===== src/rtl/alu_pkg.sv =====
// Shared definitions for the sequential ALU: function codes, FSM states and
// the result-width derivation.
package alu_pkg;

  // Operation select codes, sampled with start
  localparam logic [2:0] FUNC_ADD   = 3'b000;
  localparam logic [2:0] FUNC_ORXOR = 3'b001;
  localparam logic [2:0] FUNC_ANY   = 3'b010;
  localparam logic [2:0] FUNC_ALL   = 3'b011;
  localparam logic [2:0] FUNC_INV   = 3'b100;
  localparam logic [2:0] FUNC_SHL   = 3'b101;
  localparam logic [2:0] FUNC_MUL   = 3'b110;
  localparam logic [2:0] FUNC_NOP   = 3'b111;

  typedef enum logic [0:0] {
    ST_IDLE = 1'b0,
    ST_MUL  = 1'b1
  } state_e;

  // Result width is twice the operand width
  function automatic int unsigned rw_of(input int unsigned width);
    return 2 * width;
  endfunction

endpackage


===== src/rtl/seq_alu_acc_if.sv =====
// Handshake/operand bundle between the switch/key front end and the ALU.
//   start, func, a, b, use_acc : request side (master drives)
//   result, busy, done         : response side (slave drives)
interface seq_alu_acc_if
  import alu_pkg::*;
#(
  parameter int unsigned WIDTH = 4
);
  localparam int unsigned RW = rw_of(WIDTH);

  logic             start;
  logic [2:0]       func;
  logic [WIDTH-1:0] a;
  logic [WIDTH-1:0] b;
  logic             use_acc;
  logic [RW-1:0]    result;
  logic             busy;
  logic             done;

  modport master (
    output start, func, a, b, use_acc,
    input  result, busy, done
  );

  modport slave (
    input  start, func, a, b, use_acc,
    output result, busy, done
  );

endinterface


===== src/rtl/shift_add_mult.sv =====
// Iterative unsigned shift-add multiplier, one partial-product step per cycle.
//   clock, reset : clock and synchronous active-high reset
//   load         : capture a (multiplicand) and b (multiplier), start stepping
//   a, b         : WIDTH-bit operands
//   busy         : high for exactly WIDTH cycles after load
//   valid        : high in the final step cycle (combinational)
//   product      : partial sum including the current step (combinational);
//                  equals a*b while valid is high
module shift_add_mult #(
  parameter int unsigned WIDTH = 4
) (
  input  logic               clock,
  input  logic               reset,
  input  logic               load,
  input  logic [WIDTH-1:0]   a,
  input  logic [WIDTH-1:0]   b,
  output logic               busy,
  output logic               valid,
  output logic [2*WIDTH-1:0] product
);

  localparam int unsigned RW = 2 * WIDTH;
  localparam int unsigned CW = $clog2(WIDTH) + 1;

  logic [RW-1:0]    mcand_q,   mcand_d;
  logic [RW-1:0]    partial_q, partial_d;
  logic [WIDTH-1:0] mplier_q,  mplier_d;
  logic [CW-1:0]    count_q,   count_d;
  logic             busy_q,    busy_d;
  logic [RW-1:0]    step_sum_c;
  logic             last_c;

  // Current step result and last-step detect
  always_comb begin
    step_sum_c = partial_q + (mplier_q[0] ? mcand_q : '0);
    last_c     = busy_q && (count_q == CW'(WIDTH - 1));
  end

  // Next-state for the datapath
  always_comb begin
    mcand_d   = mcand_q;
    partial_d = partial_q;
    mplier_d  = mplier_q;
    count_d   = count_q;
    busy_d    = busy_q;
    if (load) begin
      mcand_d   = RW'(a);
      mplier_d  = b;
      partial_d = '0;
      count_d   = '0;
      busy_d    = 1'b1;
    end else if (busy_q) begin
      partial_d = step_sum_c;
      mcand_d   = mcand_q << 1;
      mplier_d  = mplier_q >> 1;
      count_d   = count_q + CW'(1);
      if (last_c) begin
        busy_d = 1'b0;
      end
    end
  end

  always_ff @(posedge clock) begin
    if (reset) begin
      mcand_q   <= '0;
      partial_q <= '0;
      mplier_q  <= '0;
      count_q   <= '0;
      busy_q    <= 1'b0;
    end else begin
      mcand_q   <= mcand_d;
      partial_q <= partial_d;
      mplier_q  <= mplier_d;
      count_q   <= count_d;
      busy_q    <= busy_d;
    end
  end

  assign busy    = busy_q;
  assign valid   = last_c;
  assign product = step_sum_c;

endmodule


===== src/rtl/seq_alu_acc.sv =====
// Registered ALU with accumulator feedback and a multi-cycle multiplier.
//   clock, reset : clock and synchronous active-high reset
//   io (slave)   : start/func/a/b/use_acc request; result/busy/done response.
//                  Single-cycle ops update result at the start edge; multiply
//                  holds result and raises busy for WIDTH cycles.
module seq_alu_acc
  import alu_pkg::*;
#(
  parameter int unsigned WIDTH = 4
) (
  input  logic        clock,
  input  logic        reset,
  seq_alu_acc_if.slave io
);

  localparam int unsigned RW = rw_of(WIDTH);
  localparam logic [RW-1:0] ANY_PAT = {1'b1, {(RW-2){1'b0}}, 1'b1};
  localparam logic [RW-1:0] ALL_PAT = ~ANY_PAT;

  state_e           state_q, state_d;
  logic [RW-1:0]    result_q, result_d;
  logic             done_q, done_d;
  logic             busy_q, busy_d;

  logic [WIDTH-1:0] b_eff_c;
  logic [WIDTH:0]   sum_c;
  logic [RW-1:0]    alu_c;
  logic             mult_load_c;
  logic             mult_busy;
  logic             mult_valid;
  logic [RW-1:0]    mult_product;

  // Single-cycle operation results; B comes from the low half of result in accumulator mode
  always_comb begin
    b_eff_c = io.use_acc ? result_q[WIDTH-1:0] : io.b;
    sum_c   = (WIDTH+1)'(io.a) + (WIDTH+1)'(b_eff_c);
    alu_c   = result_q;
    case (io.func)
      FUNC_ADD:   alu_c = RW'(sum_c);
      FUNC_ORXOR: alu_c = {io.a ^ b_eff_c, io.a | b_eff_c};
      FUNC_ANY:   alu_c = ((|io.a) || (|b_eff_c)) ? ANY_PAT : '0;
      FUNC_ALL:   alu_c = ((&io.a) && (&b_eff_c)) ? ALL_PAT : '0;
      FUNC_INV:   alu_c = {~io.a, b_eff_c};
      FUNC_SHL:   alu_c = (32'(io.a) >= RW) ? '0 : (RW'(b_eff_c) << io.a);
      default:    alu_c = result_q;
    endcase
  end

  // Control FSM: IDLE accepts starts, MUL waits for the multiplier's last step
  always_comb begin
    state_d     = state_q;
    result_d    = result_q;
    done_d      = 1'b0;
    mult_load_c = 1'b0;
    case (state_q)
      ST_IDLE: begin
        if (io.start) begin
          if (io.func == FUNC_MUL) begin
            state_d     = ST_MUL;
            mult_load_c = 1'b1;
          end else begin
            result_d = alu_c;
            done_d   = 1'b1;
          end
        end
      end
      ST_MUL: begin
        if (mult_valid) begin
          result_d = mult_product;
          done_d   = 1'b1;
          state_d  = ST_IDLE;
        end else if (!mult_busy) begin
          // Multiplier lost its run without finishing; recover to IDLE
          state_d = ST_IDLE;
        end
      end
      default: state_d = ST_IDLE;
    endcase
    busy_d = (state_d == ST_MUL);
  end

  always_ff @(posedge clock) begin
    if (reset) begin
      state_q  <= ST_IDLE;
      result_q <= '0;
      done_q   <= 1'b0;
      busy_q   <= 1'b0;
    end else begin
      state_q  <= state_d;
      result_q <= result_d;
      done_q   <= done_d;
      busy_q   <= busy_d;
    end
  end

  shift_add_mult #(
    .WIDTH(WIDTH)
  ) u_mult (
    .clock  (clock),
    .reset  (reset),
    .load   (mult_load_c),
    .a      (io.a),
    .b      (b_eff_c),
    .busy   (mult_busy),
    .valid  (mult_valid),
    .product(mult_product)
  );

  assign io.result = result_q;
  assign io.busy   = busy_q;
  assign io.done   = done_q;

endmodule

===== src/flat_wrapper.sv =====
// flat-port wrapper written by rule: the top's interface ports become plain ports
module seq_alu_acc_flat import alu_pkg::*;
#(
  parameter int unsigned WIDTH = 4
)
  (clock, reset, io_start, io_func, io_a, io_b, io_use_acc, io_result, io_busy, io_done);
  seq_alu_acc_if #(.WIDTH(WIDTH)) io_i ();
  input  logic clock;
  input  logic reset;
  input wire logic [$bits(io_i.start)-1:0] io_start;
  input wire logic [$bits(io_i.func)-1:0] io_func;
  input wire logic [$bits(io_i.a)-1:0] io_a;
  input wire logic [$bits(io_i.b)-1:0] io_b;
  input wire logic [$bits(io_i.use_acc)-1:0] io_use_acc;
  output wire logic [$bits(io_i.result)-1:0] io_result;
  output wire logic [$bits(io_i.busy)-1:0] io_busy;
  output wire logic [$bits(io_i.done)-1:0] io_done;
  assign io_i.start = io_start;
  assign io_i.func = io_func;
  assign io_i.a = io_a;
  assign io_i.b = io_b;
  assign io_i.use_acc = io_use_acc;
  assign io_result = io_i.result;
  assign io_busy = io_i.busy;
  assign io_done = io_i.done;
  seq_alu_acc #(.WIDTH(WIDTH)) u_core (.clock(clock), .reset(reset), .io(io_i));
endmodule

===== config.mk =====
export PLATFORM = sky130hd
export DESIGN_NAME = seq_alu_acc_flat
export DESIGN_NICKNAME = d
export VERILOG_FILES = /design/src/rtl/alu_pkg.sv /design/src/rtl/seq_alu_acc_if.sv /design/src/rtl/shift_add_mult.sv /design/src/rtl/seq_alu_acc.sv /design/src/flat_wrapper.sv
export SDC_FILE = /design/constraint.sdc
export NUM_CORES = 1
export LEC_CHECK = 0
export CORE_MARGIN = 5
export CORE_UTILIZATION = 35
export CTS_BUF_LIST = sky130_fd_sc_hd__clkbuf_4
export CTS_CLUSTER_DIAMETER = 200
export DETAILED_ROUTE_END_ITERATION = 16
export SLEW_MARGIN = 5
export SYNTH_ARGS = -nofsm -noshare
export SYNTH_HDL_FRONTEND = slang
export SYNTH_SLANG_ARGS = --single-unit

===== constraint.sdc =====
create_clock -name clock -period 2.6 [get_ports clock]
set_input_delay 0.78 -clock clock [delete_from_list [all_inputs] [get_ports clock]]
set_output_delay 0.78 -clock clock [all_outputs]
set_load 0.02 [all_outputs]

# == Yosys cells after proc, flatten, opt, wreduce, memory -nomap -nowiden ==
# Cells that the tools add are included.
# op_classes
addsub,3
n_lt_le_gt_ge,1
eq_ne,11
shifts,1
n_mux,27
bitwise,4
n_reduce_logical,11
# ops
op,n
two-way mux 8 bit,6
case mux 8 bit (6 select lines),1
two-way mux 4 bit,5
case mux 8 bit (2 select lines),1
AND reduction 4 bit,3
two-way mux 1 bit,11
== test 3 x 2 -> 1 bit (second input constant),3
== test 3 bit (second input constant),3
adder 8 bit,1
OR reduction 4 bit,2
left shift 4 x 4 -> 8 bit,1
two-way mux 7 bit,1
!= test 7 bit (second input constant),1
!= test 2 bit (second input constant),3
adder 4 x 4 -> 5 bit,1
>= comparator 4 bit (second input constant),1
NOT 4 bit,1
OR 4 bit,1
case mux 1 bit (2 select lines),2
bitwise XOR 4 bit,1
adder 3 x 1 -> 3 bit (second input constant),1
== test 3 x 1 -> 1 bit (second input constant),1
logical NOT 3 bit,1
logical AND 1 bit,2
other kinds (4),4
# totals
ff_bits,34
inputBits,15
out_inout_bits,10
wordCells,67

# == Depth between registers and ports, before layout ==
# Gate-level depths: netlist of run 1.
# depth
ltp_word,8
ltp_mapped,12
mapped_depth_nobuf,11

# == Cells and area by module ==
# A second synthesis of run 1 with hierarchy kept.
# unflattened
cells_unflattened,321
hier_area_um2,2672.6
# by_module_without_submodules
module,instances,cells_per_inst,area_per_inst_um2
shift_add_mult,1,160,1372.6
seq_alu_acc,1,161,1300.0

# == Worst setup path after synthesis of run 1 ==
# OpenSTA, ideal clock, no wires.
# synth_path
path_type,input-to-reg
from,in io_use_acc
to,"reg u_core.result_q[1], in the netlist u_core.io.result[1]"
setup_time_ns,0.117
t_arrival_ns,2.551
required_ns,2.483
path_slack_ns,-0.068
path_stages,9
path_buffers,1
cell_sequence,buf_6 -> mux2i_4 -> inv_1 -> ha_1 -> inv_1 -> fa_1 -> nor2_1 -> or4_1 -> a32o_1
# synth_via
elab_chain_len,8
elab_cells_between_ends,12
# synth_rtl
item,line_no,text
from (decl),flat_wrapper.sv:14,input wire logic [$bits(io_i.use_acc)-1:0] io_use_acc;
two-way mux 4 bit *,seq_alu_acc.sv:35,b_eff_c = io.use_acc ? result_q[WIDTH-1:0] : io.b;
"parallel branches: the longest is 3 deep, another holds adder 4 x 4 -> 5 bit",-,
case mux 8 bit (6 select lines) *,seq_alu_acc.sv:38,case (io.func)
two-way mux 8 bit *,seq_alu_acc.sv:58,if (io.func == FUNC_MUL) begin
two-way mux 8 bit *,seq_alu_acc.sv:57,if (io.start) begin
case mux 8 bit (2 select lines) *,seq_alu_acc.sv:55,case (state_q)
to (signal assigned),seq_alu_acc.sv:90,result_q <= result_d;
to (decl),seq_alu_acc.sv:21,"logic [RW-1:0] result_q, result_d;"
# Mark *: on every way between the ends. The select of a mux whose other input is x is not followed.
# A chain may end at the register's enable or synchronous reset.

# == Worst setup path after layout of run 1 ==
# layout_path
from,in io_b[3]
to,"reg u_core.result_q[3], in the netlist u_core.io.result[3]"
# layout_via
elab_chain_len,8
elab_cells_between_ends,12
# layout_rtl
item,line_no,text
from (decl),flat_wrapper.sv:13,input wire logic [$bits(io_i.b)-1:0] io_b;
two-way mux 4 bit *,seq_alu_acc.sv:35,
"parallel branches: the longest is 3 deep, another holds adder 4 x 4 -> 5 bit",-,
case mux 8 bit (6 select lines) *,seq_alu_acc.sv:38,
two-way mux 8 bit *,seq_alu_acc.sv:58,
two-way mux 8 bit *,seq_alu_acc.sv:57,
case mux 8 bit (2 select lines) *,seq_alu_acc.sv:55,
# Marks and branches as above.

==> results.txt, run 1 <==
----------------------------------------------------
[Outcome]
  Run status ... complete, no violations

[Setup path]
  Delay of the slowest cell on the worst path ... 0.44 ns
  Setup Crit Path Kind ... in -> reg
  Required time of the critical path ... 2.83 ns
  Arrival time reported for the critical path endpoint ... 2.77 ns
  Crit path capture type ... flip-flop
  CP max-delay cell ... clkdlybuf4s50_1
  CP Cell Sequence ... clkdlybuf4s50_1, buf_4, mux2i_2, ha_1, o22a_1, o21ai_0, or3_1, a221oi_2, nor3_1
  Biggest fanout along the worst timing path ... 3
  Nature of the critical path startpoint ... input pin

[GRT]
  Number of antenna violations at the first check in global routing ... 0
  Wire length of the first global-routing pass ... 11800 um
  Largest net degree at the start of global routing ... 32
  Total global-route track usage ... 17.0%
  Total gr overflow ... 0
  Number of global-route vias before repair ... 2378

[Power]
  Design internal power ... 816 uW
  Combinational group share of total power ... 29.4%
  VDD IR-drop max ... 0.202 mV
  Net Switching ... 389 uW
  LEAKAGE ... 0.00133 uW
  Proportion of power drawn by flip-flops and latches ... 46.2%
  Power density over the cells ... 368 mW/mm^2
  Part of the power in the clock network ... 24.4%
  Switching power share of the total ... 32.3%

[Finish]
  Post-route cell area ... 0.00328 sq mm
  Fraction of layout instances using a drive strength above 1 ... 21.9%
  Antenna diode count ... 0
  Most used cells in the layout excluding fill and tap cells ... 53 x buf_4, 39 x nor2_1, 34 x dfxtp_1
  Count of nets after finishing ... 404
  Area overhead of the layout relative to synthesis ... 31.5%
  Commonest non-fill, non-tap cell in the layout ... buf_4
  Post-route non-filler standard cell count ... 466

[Clocking]
  TritonCTS clock tree ... built
  Post-CTS Hold Buffers ... 0
  Sinks on Clock Net ... 34
  Library cell used as clock root buffer ... clkbuf_4
  Cts bufs inserted ... 5
  Clock transition at the registers of the reported paths ... 0.11 ns
  Number of H-tree levels ... 2
  Clock Path Buffers ... 2
  Worst skew pair latency ... 0.35 ns

[Floorplanning]
  Die Width ... 94.4 um
  Total die area ... 0.00891 sq mm
  Die Y-Extent ... 94.4 um
  Core Box Area ... 0.00687 sq mm
  IO Count ... 25
  FP Rows ... 30
  Initial core utilization ... 36.3%

[Routing]
  DR iter-0 viols ... 129
  DRT antenna net count ... 0
  Drc violations ... 0
  Drt total wl ... 7200 um
  First-pass iteration count of the detailed router ... 5
  Routed via count divided by cell count ... 5.18
  Vias after detailed routing ... 2413
  Routed len/inst ... 15.4 um

[Timing]
  Worst setup skew after layout ... 0.0258 ns
  Count of pins over their slew limit ... 0
  RSZ-0062 raised after global routing ... no
  Final worst hold slack ... 0.490 ns
  Highest clock frequency the design can meet ... 394 MHz
  Post-route clock period utilization ... 97.5%
  Final setup fails ... 0
  Slew at the pin with the worst max-slew slack ... 0.400 ns
  Final Critical Period ... 2.54 ns
  Total count of hold-check failures in the final report ... 0
  Worst-case headroom to the max-slew limit ... 73.3%

[Synthesis]
  Combined area of all synthesized cells ... 0.00249 sq mm
  Number of distinct library cells after synthesis ... 54
  Post-synthesis sequential area ratio ... 27.3%
  Most area-hungry cell type in the Yosys netlist ... dfxtp_1
  Most common flop cell mapped by yosys ... dfxtp_1
  Syn. warnings ... 0
  Async set-or-reset flop fraction in the synthesized netlist ... 0%
  Biggest area contributors in the synthesized netlist ... dfxtp_1 27%, ha_1 9.0%, mux2i_1 6.0%
  Area share of the largest cell type after synthesis ... 27.3%
  Average instance area after synthesis ... 8.37 sq um
  Number of nets produced by synthesis ... 333
  Seq cells post-synth ... 34
  EDFF count, synth ... 0
  Synthesized instance count ... 298

[Job]
  Number of maximum-capacitance constraint violations ... 0

[Placement]
  Number of placed instances with taps included ... 455
  Total half-perimeter wirelength after legalization and detailed placement ... 5620 um
  Placed instance area ... 0.00320 sq mm
  GP Congestion ... 0.944
  Number of buffer cells added on primary ports ... 24

[Worst hold path]
  Hold Crit Class ... reg -> reg

----------------------------------------------------
==> synth_stat cells, types with 2 or more instances <==
master,number
and2_1,8
mux2i_4,3
nor3b_1,2
o211ai_1,2
inv_1,15
nor2b_1,6
a221oi_2,2
dfxtp_1,34
o32ai_1,2
fa_1,2
o31ai_1,3
a21o_1,4
or4_1,3
nor3_1,6
nand3_1,4
or2_2,2
nand3b_1,4
o22a_1,2
nand2_1,19
xor2_1,4
o21ai_0,7
a211oi_1,17
a21oi_1,24
nand2b_1,4
mux2i_1,15
buf_6,2
buf_1,5
nor2_1,39
clkbuf_1,6
xnor2_1,4
buf_2,2
o22ai_1,5
ha_1,18
or3_1,3
==> power groups by stage <==
stage	clock [uW]	sequential (uW)	combinational, uW
6_report	294	557	354
3_3_place_gp	0	568	346
4_1_cts	308	557	352
3_5_place_dp	0	569	346
2_1_floorplan	0	575	179
5_1_grt	328	560	386
==> layout make-up <==
type	instances	area [sq um]
Fill cell	698	3590
Clock buffer	5	37.5
Clock inverter	3	16.3
Multi-Input combinational cell	233	1700
Inverter	16	60.1
Timing Repair Buffer	79	664
Tap cell	96	120
Sequential cell	34	681
==> per-layer routing <==
metal	vias to the layer above	GRT usage, %	routed length [um]
li1	1219	-	-
met1	1138	21.3	3410
met2	46	29.8	3420
met3	10	2.55	240
met4	0	5.42	125
met5	-	0	0
==> cell families after synthesis <==
family	Yosys count	share of synthesized area, %
multiplexers	21	11.2
AND/OR/NAND/NOR	107	21.6
buffers and inverters	31	5.37
AO/OA/AOI/OAI	77	21.0
flip-flops	34	27.3
adder cells (fa/ha/maj)	20	10.6
XOR/XNOR	8	2.81
==> sequential cells by signal (all words and copies together) (netlist names) <==
signal / count
u_core.io.result: 8
u_core.u_mult.partial_q: 8
u_core.u_mult.busy: 1
u_core.u_mult.mcand_q: 8
u_core.io.done: 1
u_core.u_mult.mplier_q: 4
u_core.u_mult.count_q: 3
u_core.state_q: 1
==> worst paths after layout <==
check                                            to                      start  slack [ns]  cells past startpoint
worst min register to register  u_core.io.result[7]        u_core.io.result[7]        0.49                      2
worst max-delay path            u_core.io.result[3]                    io_b[3]        0.06                      9
worst min-delay path            u_core.io.result[7]        u_core.io.result[7]        0.49                      2
worst max register to register  u_core.io.result[6]  u_core.u_mult.mplier_q[0]        0.18                     10
==> metrics by stage <==
| step | total power (uW) | util [%] | setup slack [ns] | setup TNS (ns) |
|---|---|---|---|---|
| finish | 1200 | 47.7 | 0.0643 | 0 |
| global route | 1270 | 47.7 | 0.0180 | 0 |
| CTS | 1220 | 47.7 | 0.0323 | 0 |
| detailed placement | 915 | 46.5 | -0.495 | -3.09 |
| global placement | 914 | 46.5 | -0.483 | -3.15 |
| floorplan | 754 | - | 0.0261 | 0 |
==> critical path: cells and delay by family <==
| family | cells | cell delay, ns |
|---|---|---|
| fa+ha+maj | 1 | 0.21 |
| buf+inv | 2 | 0.59 |
| mux | 1 | 0.29 |
| compound gates | 3 | 0.45 |
| simple gates | 2 | 0.43 |
==> repair_timing <==
action                     4_1_cts  5_1_grt
buffers inserted                 3        0
setup endpoints to repair        6        2
resized for setup                9        1
gates cloned                     0        0
pin swaps                        5        1
No activity file was read; power rests on OpenSTA's default activity.
==> run 2, diff against run 1 <==
--- a/config.mk
+++ b/config.mk
@@ -10,6 +10,7 @@
 export CTS_BUF_LIST = sky130_fd_sc_hd__clkbuf_4
 export CTS_CLUSTER_DIAMETER = 200
 export DETAILED_ROUTE_END_ITERATION = 16
+export SETUP_SLACK_MARGIN = 0.02
 export SLEW_MARGIN = 5
 export SYNTH_ARGS = -nofsm -noshare
 export SYNTH_HDL_FRONTEND = slang
==> run 2 against run 1 <==
  * Sequential share of layout area unchanged
  * Critical path type unchanged
  * Register-to-register slack about the same
  * Sequential power about the same
==> results.txt, run 2 (same netlist as run 1, synthesis figures left out) <==
----------------------------------------------------
[Timing]
  Post-route clock period utilization ... 97.5% (about the same)
  Count of pins over their slew limit ... 0 (unchanged)
  Worst-case headroom to the max-slew limit ... 73.3% (unchanged)
  Final Critical Period ... 2.54 ns (+0.00000130 ns)
  Final setup fails ... 0 (unchanged)
  Total count of hold-check failures in the final report ... 0 (unchanged)
  Highest clock frequency the design can meet ... 394 MHz (unchanged)
  Worst setup skew after layout ... 0.0258 ns (unchanged)
  RSZ-0062 raised after global routing ... no
  Slew at the pin with the worst max-slew slack ... 0.400 ns (unchanged)

[Setup path]
  CP Cell Sequence ... clkdlybuf4s50_1, buf_4, mux2i_2, ha_1, o22a_1, o21ai_0, or3_1, a221oi_2, nor3_1
  Delay of the slowest cell on the worst path ... 0.44 ns (about the same)
  Crit path capture type ... flip-flop
  Nature of the critical path startpoint ... input pin
  Required time of the critical path ... 2.83 ns (about the same)
  CP max-delay cell ... clkdlybuf4s50_1
  Combined buffer and inverter count along the critical path ... 2 (unchanged)
  CP Launch Point ... io_b[3]
  Arrival time reported for the critical path endpoint ... 2.77 ns (about the same)
  Worst reg2reg startpoint ... u_core.u_mult.mplier_q[0]
  Dominant delay contributor by cell family on the critical path ... buffers and inverters
  Biggest fanout along the worst timing path ... 3 (unchanged)
  Setup Crit Path Kind ... in -> reg

[Routing]
  Routed via count divided by cell count ... 5.19 (+0.29%)
  DRT antenna net count ... 0 (unchanged)
  Drt total wl ... 7190 um (-0.14%)
  Vias after detailed routing ... 2420 (+0.29%)
  First-pass iteration count of the detailed router ... 5 (unchanged)
  Drc violations ... 0 (unchanged)
  Routed len/inst ... 15.4 um (-0.14%)
  DR iter-0 viols ... 130 (+0.78%)

[Power]
  Overall Power ... 1200 uW (about the same)
  LEAKAGE ... 0.00133 uW (about the same)
  VDD IR-drop max ... 0.202 mV (about the same)
  Power density over the cells ... 368 mW/mm^2 (about the same)

[GRT]
  Number of antenna violations at the first check in global routing ... 0 (unchanged)
  Wire length of the first global-routing pass ... 11800 um (unchanged)
  Largest net degree at the start of global routing ... 32 (unchanged)
  Total global-route track usage ... 17.0% (unchanged)
  Number of global-route vias before repair ... 2378 (unchanged)
  Total gr overflow ... 0 (unchanged)

[Clocking]
  Library cell used as clock root buffer ... clkbuf_4
  Post-CTS Hold Buffers ... 0 (unchanged)
  Clock transition at the registers of the reported paths ... 0.11 ns (about the same)
  Worst skew pair latency ... 0.35 ns (about the same)
  TritonCTS clock tree ... built
  Sinks on Clock Net ... 34 (unchanged)
  Clock Path Buffers ... 2 (unchanged)
  Number of H-tree levels ... 2 (unchanged)
  Cts bufs inserted ... 5 (unchanged)

[Job]
  Number of maximum-capacitance constraint violations ... 0 (unchanged)

[Floorplanning]
  Total die area ... 0.00891 sq mm (unchanged)
  FP Rows ... 30 (unchanged)
  Initial core utilization ... 36.3% (unchanged)
  Die Y-Extent ... 94.4 um (unchanged)
  Core Box Area ... 0.00687 sq mm (unchanged)
  Die Width ... 94.4 um (unchanged)
  IO Count ... 25 (unchanged)

[Finish]
  Area overhead of the layout relative to synthesis ... 31.5% (unchanged)
  Most used cells in the layout excluding fill and tap cells ... 53 x buf_4, 39 x nor2_1, 34 x dfxtp_1
  Post-route cell area ... 0.00328 sq mm (unchanged)
  Antenna diode count ... 0 (unchanged)
  Register Area ... 681 sq um (unchanged)
  Multi-input gate area ... 0.00170 sq mm (unchanged)
  Fraction of layout instances using a drive strength above 1 ... 21.9% (unchanged)
  Filler Cell Count ... 698 (unchanged)
  Commonest non-fill, non-tap cell in the layout ... buf_4
  Count of nets after finishing ... 404 (unchanged)
  Post-route non-filler standard cell count ... 466 (unchanged)
  End-of-flow core utilization ... 47.7% (unchanged)

[Placement]
  Placed instance area ... 0.00320 sq mm (unchanged)
  Number of buffer cells added on primary ports ... 24 (unchanged)
  Total half-perimeter wirelength after legalization and detailed placement ... 5620 um (unchanged)
  GP Congestion ... 0.944 (unchanged)
  Number of placed instances with taps included ... 455 (unchanged)

[Outcome]
  Run status ... complete, no violations

[Worst hold path]
  Hold Crit Class ... reg -> reg
  Start point of the worst min-delay path ... u_core.io.result[7]

----------------------------------------------------
==> run 2: timing repair <==
action / in CTS / in global routing
gates resized for setup: 9 / 1
pin swaps: 5 / 2
setup buffers: 3 / 0
endpoints found under the setup margin: 6 / 2
==> run 2: final cells by class <==
type | count | area share [%]
flip-flops and latches | 34 | 20.8
well taps | 96 | 3.66
multi-input cells | 233 | 51.8
inverters | 16 | 1.83
repair buffers | 79 | 20.3
clock buffers | 5 | 1.15
clock inverters | 3 | 0.496
==> run 2: worst register-to-register path: stages (launching register included) <==
cell,delay [ns]
dfxtp_1,0.52
and2_1,0.18
ha_1,0.19
inv_1,0.06
fa_1,0.39
nor2b_1,0.17
o31a_1,0.18
o22ai_1,0.11
xnor2_1,0.19
a21oi_1,0.09
a211oi_1,0.24
==> run 2: path summary, 6_finish.rpt <==
| path | to | slack, ns | depth (start not counted) |
|---|---|---|---|
| hold / removal | u_core.io.result[7] | 0.49 | 2 |
| setup / recovery | u_core.io.result[3] | 0.06 | 9 |
| hold reg to reg | u_core.io.result[7] | 0.49 | 2 |
| setup reg to reg | u_core.io.result[6] | 0.18 | 10 |
==> run 2: metrics by stage <==
step	hold slack [ns]	setup WS, ns	TNS [ns]
floorplan	0.456	0.0261	0
global placement	0.466	-0.483	-3.15
detailed placement	0.473	-0.495	-3.09
CTS	0.493	0.0323	0
global route	0.527	0.0282	0
finish	0.490	0.0643	0
==> run 2: power breakdown <==
part / internal [uW] / leakage (uW) / switching (uW)
logic: 177 / 0.00103 / 177
clock network: 101 / 0.0000286 / 193
registers: 538 / 0.000276 / 18.3
total: 816 / 0.00133 / 389
==> run 2: layer usage <==
metal  GRT usage [%]  up-vias  wire length [um]
li1                -     1219                 -
met1            21.3     1140              3400
met2            29.8       51              3410
met3            2.55       10               247
met4            5.42        0               125
met5               0        -                 0
==> run 3, diff against run 2 <==
--- a/config.mk
+++ b/config.mk
@@ -10,8 +10,8 @@
 export CTS_BUF_LIST = sky130_fd_sc_hd__clkbuf_4
 export CTS_CLUSTER_DIAMETER = 200
 export DETAILED_ROUTE_END_ITERATION = 16
-export SETUP_SLACK_MARGIN = 0.02
 export SLEW_MARGIN = 5
 export SYNTH_ARGS = -nofsm -noshare
 export SYNTH_HDL_FRONTEND = slang
+export SYNTH_HIERARCHICAL = 1
 export SYNTH_SLANG_ARGS = --single-unit
==> constraint.sdc (replaced) <==
create_clock -name clock -period 3 [get_ports clock]
set_input_delay 0.9 -clock clock [delete_from_list [all_inputs] [get_ports clock]]
set_output_delay 0.9 -clock clock [all_outputs]
set_load 0.02 [all_outputs]
==> run 3 against run 2 <==
  * Die area up 6.4%
  * Combinational power down 18%
  * Cell count unchanged
  * Critical endpoint is now u_core/io.result[3]
==> results.txt, run 3 <==
----------------------------------------------------
[Outcome]
  Run status ... complete, no violations

[Clocking]
  Worst skew pair latency ... 0.34 ns (about the same)
  TritonCTS clock tree ... built
  Gates resized, CTS repair ... 0 (-9)
  Post-CTS setup buffer count ... 0 (-3)
  Cts bufs inserted ... 5 (unchanged)
  Sinks on Clock Net ... 34 (unchanged)
  Post-CTS Hold Buffers ... 0 (unchanged)
  Clock Path Buffers ... 2 (unchanged)
  Library cell used as clock root buffer ... clkbuf_4
  Clock transition at the registers of the reported paths ... 0.11 ns (about the same)
  Number of H-tree levels ... 2 (unchanged)

[Synthesis]
  EDFF count, synth ... 0 (unchanged)
  Combined area of all synthesized cells ... 0.00267 sq mm (+7.2%)
  Number of nets produced by synthesis ... 356 (+6.9%)
  Syn. warnings ... 6 (+6)
  Top cell types by occurrence after synthesis ... 44 x nor2_1, 34 x dfxtp_1, 26 x a21oi_1
  Post-synthesis sequential area ratio ... 25.5% (-1.8 points)
  Seq cells post-synth ... 34 (unchanged)
  Most common flop cell mapped by yosys ... dfxtp_1
  Area share of the largest cell type after synthesis ... 25.5% (-1.8 points)
  Number of distinct library cells after synthesis ... 72 (+33%)
  Biggest area contributors in the synthesized netlist ... dfxtp_1 25%, ha_1 8.4%, nor2_1 6.2%
  Synthesized instance count ... 321 (+7.7%)
  Average instance area after synthesis ... 8.33 sq um (-0.50%)
  Dominant cell by count in the synthesized netlist ... nor2_1
  Async set-or-reset flop fraction in the synthesized netlist ... 0% (unchanged)
  Most area-hungry cell type in the Yosys netlist ... dfxtp_1

[Routing]
  Routed via count divided by cell count ... 5.38 (+3.6%)
  Drc violations ... 0 (unchanged)
  Drt total wl ... 7320 um (+1.8%)
  DRT antenna net count ... 0 (unchanged)
  DR iter-0 viols ... 208 (+60%)
  Vias after detailed routing ... 2506 (+3.6%)
  Routed len/inst ... 15.7 um (+1.8%)
  First-pass iteration count of the detailed router ... 4 (-1)

[Setup path]
  Arrival time reported for the critical path endpoint ... 2.98 ns (+0.21 ns)
  Setup Crit Path Kind ... in -> reg
  Nature of the critical path startpoint ... input pin
  Crit path capture type ... flip-flop
  Biggest fanout along the worst timing path ... 6 (+3)
  Required time of the critical path ... 3.22 ns (+0.39 ns)

[Timing]
  Final Critical Period ... 2.76 ns
  Slew at the pin with the worst max-slew slack ... 0.412 ns (+0.0114 ns)
  Worst-case headroom to the max-slew limit ... 72.4% (-0.92 points)
  Post-route clock period utilization ... 92.1%
  Worst setup skew after layout ... 0.00949 ns (-0.0163 ns)
  Count of pins over their slew limit ... 0 (unchanged)
  Highest clock frequency the design can meet ... 362 MHz
  Total count of hold-check failures in the final report ... 0 (unchanged)
  Final setup fails ... 0 (unchanged)
  RSZ-0062 raised after global routing ... no

[GRT]
  Number of global-route vias before repair ... 2438 (+2.5%)
  Met2 Use GR ... 24.5% (-5.3 points)
  Number of antenna violations at the first check in global routing ... 0 (unchanged)
  Wire length of the first global-routing pass ... 12100 um (+2.1%)
  Total global-route track usage ... 15.4% (-1.6 points)
  Largest net degree at the start of global routing ... 27 (-16%)
  Met1 global-route usage ... 21.0% (-0.28 points)
  Total gr overflow ... 0 (unchanged)
  Grt met3 use ... 3.30% (+0.75 points)
  Most crowded layer after global routing ... met2

[Finish]
  Commonest non-fill, non-tap cell in the layout ... nor2_1
  Area overhead of the layout relative to synthesis ... 21.3%
  Count of nets after finishing ... 401 (-0.74%)
  Most used cells in the layout excluding fill and tap cells ... 44 x nor2_1, 34 x dfxtp_1, 30 x buf_4
  End-of-flow core utilization ... 44.2% (-3.5 points)
  Post-route cell area ... 0.00324 sq mm (-1.1%)
  Antenna diode count ... 0 (unchanged)
  Fraction of layout instances using a drive strength above 1 ... 17.7% (-4.2 points)

[Placement]
  Number of buffer cells added on primary ports ... 24 (unchanged)
  GP Congestion ... 0.906 (-4.1%)
  Placed instance area ... 0.00318 sq mm (-0.43%)
  Total half-perimeter wirelength after legalization and detailed placement ... 5720 um (+1.8%)

[Power]
  VDD IR-drop max ... 0.105 mV (-48%)
  Power density over the cells ... 320 mW/mm^2 (-13%)
  LEAKAGE ... 0.00127 uW (-4.4%)

[Floorplanning]
  Core Box Area ... 0.00733 sq mm (+6.7%)
  Initial core utilization ... 36.5% (+0.15 points)
  Total die area ... 0.00948 sq mm (+6.4%)
  IO Count ... 25 (unchanged)
  Die Width ... 97.4 um (+3.2%)
  Die Y-Extent ... 97.4 um (+3.2%)
  FP Rows ... 31 (+3.3%)

[Job]
  Number of maximum-capacitance constraint violations ... 0 (unchanged)

[Worst hold path]
  Hold Crit Class ... reg -> reg

----------------------------------------------------
[run 3: logic make-up after synthesis]
group	after synthesis	synth area share, %
mux	20	9.18
buf+inv	36	5.80
simple gates	115	22.8
compound gates	87	23.5
xor+xnor	9	3.23
flops	34	25.5
fa+ha+maj	20	9.93
[run 3: worst paths after layout]
check | start | depth (start not counted) | slack, ns | end
min reg2reg | u_core/u_mult/count_q[2] | 2 | 0.50 | u_core/u_mult/count_q[2]
max reg2reg | u_core/u_mult/mcand_q[0] | 12 | 0.34 | u_core/io.result[6]
max | io_use_acc | 9 | 0.24 | u_core/io.result[3]
min | u_core/u_mult/count_q[2] | 2 | 0.50 | u_core/u_mult/count_q[2]
[run 3: cell type report]
| cell class | instances | area (sq um) |
|---|---|---|
| Clock buffer | 5 | 37.5 |
| Clock inverter | 3 | 21.3 |
| Fill cell | 729 | 4090 |
| Inverter | 20 | 75.1 |
| Multi-Input combinational cell | 251 | 1840 |
| Sequential cell | 34 | 681 |
| Tap cell | 99 | 124 |
| Timing Repair Buffer | 54 | 465 |
[run 3: critical path: stages]
cell	delay, ns
clkdlybuf4s50_1	0.53
buf_4	0.18
mux2i_4	0.31
ha_1	0.30
a21o_1	0.18
a21oi_1	0.18
xnor2_1	0.09
o221ai_1	0.19
o22ai_2	0.12
[run 3: stage by stage]
step | power (uW) | TNS [ns] | setup WS [ns] | hold WS (ns) | std cells
floorplan | 656 | 0 | 0.320 | 0.456 | 321
global placement | 777 | -0.148 | -0.0649 | 0.465 | 458
detailed placement | 776 | -0.235 | -0.0962 | 0.493 | 458
CTS | 1050 | 0 | 0.243 | 0.513 | 466
global route | 1090 | 0 | 0.0859 | 0.547 | 466
finish | 1040 | 0 | 0.236 | 0.502 | 466
[run 3: power by group]
group          switching, uW  total, uW  internal, uW
logic                    155        292           137
registers               12.9        478           465
clock network            174        266          91.2
total                    342       1040           693
[run 3: routing by layer]
metal	up-vias	part of all wire, %
li1	1260	-
met2	74	45
met3	8	6.5
met5	-	0
met1	1164	48
met4	0	1.1
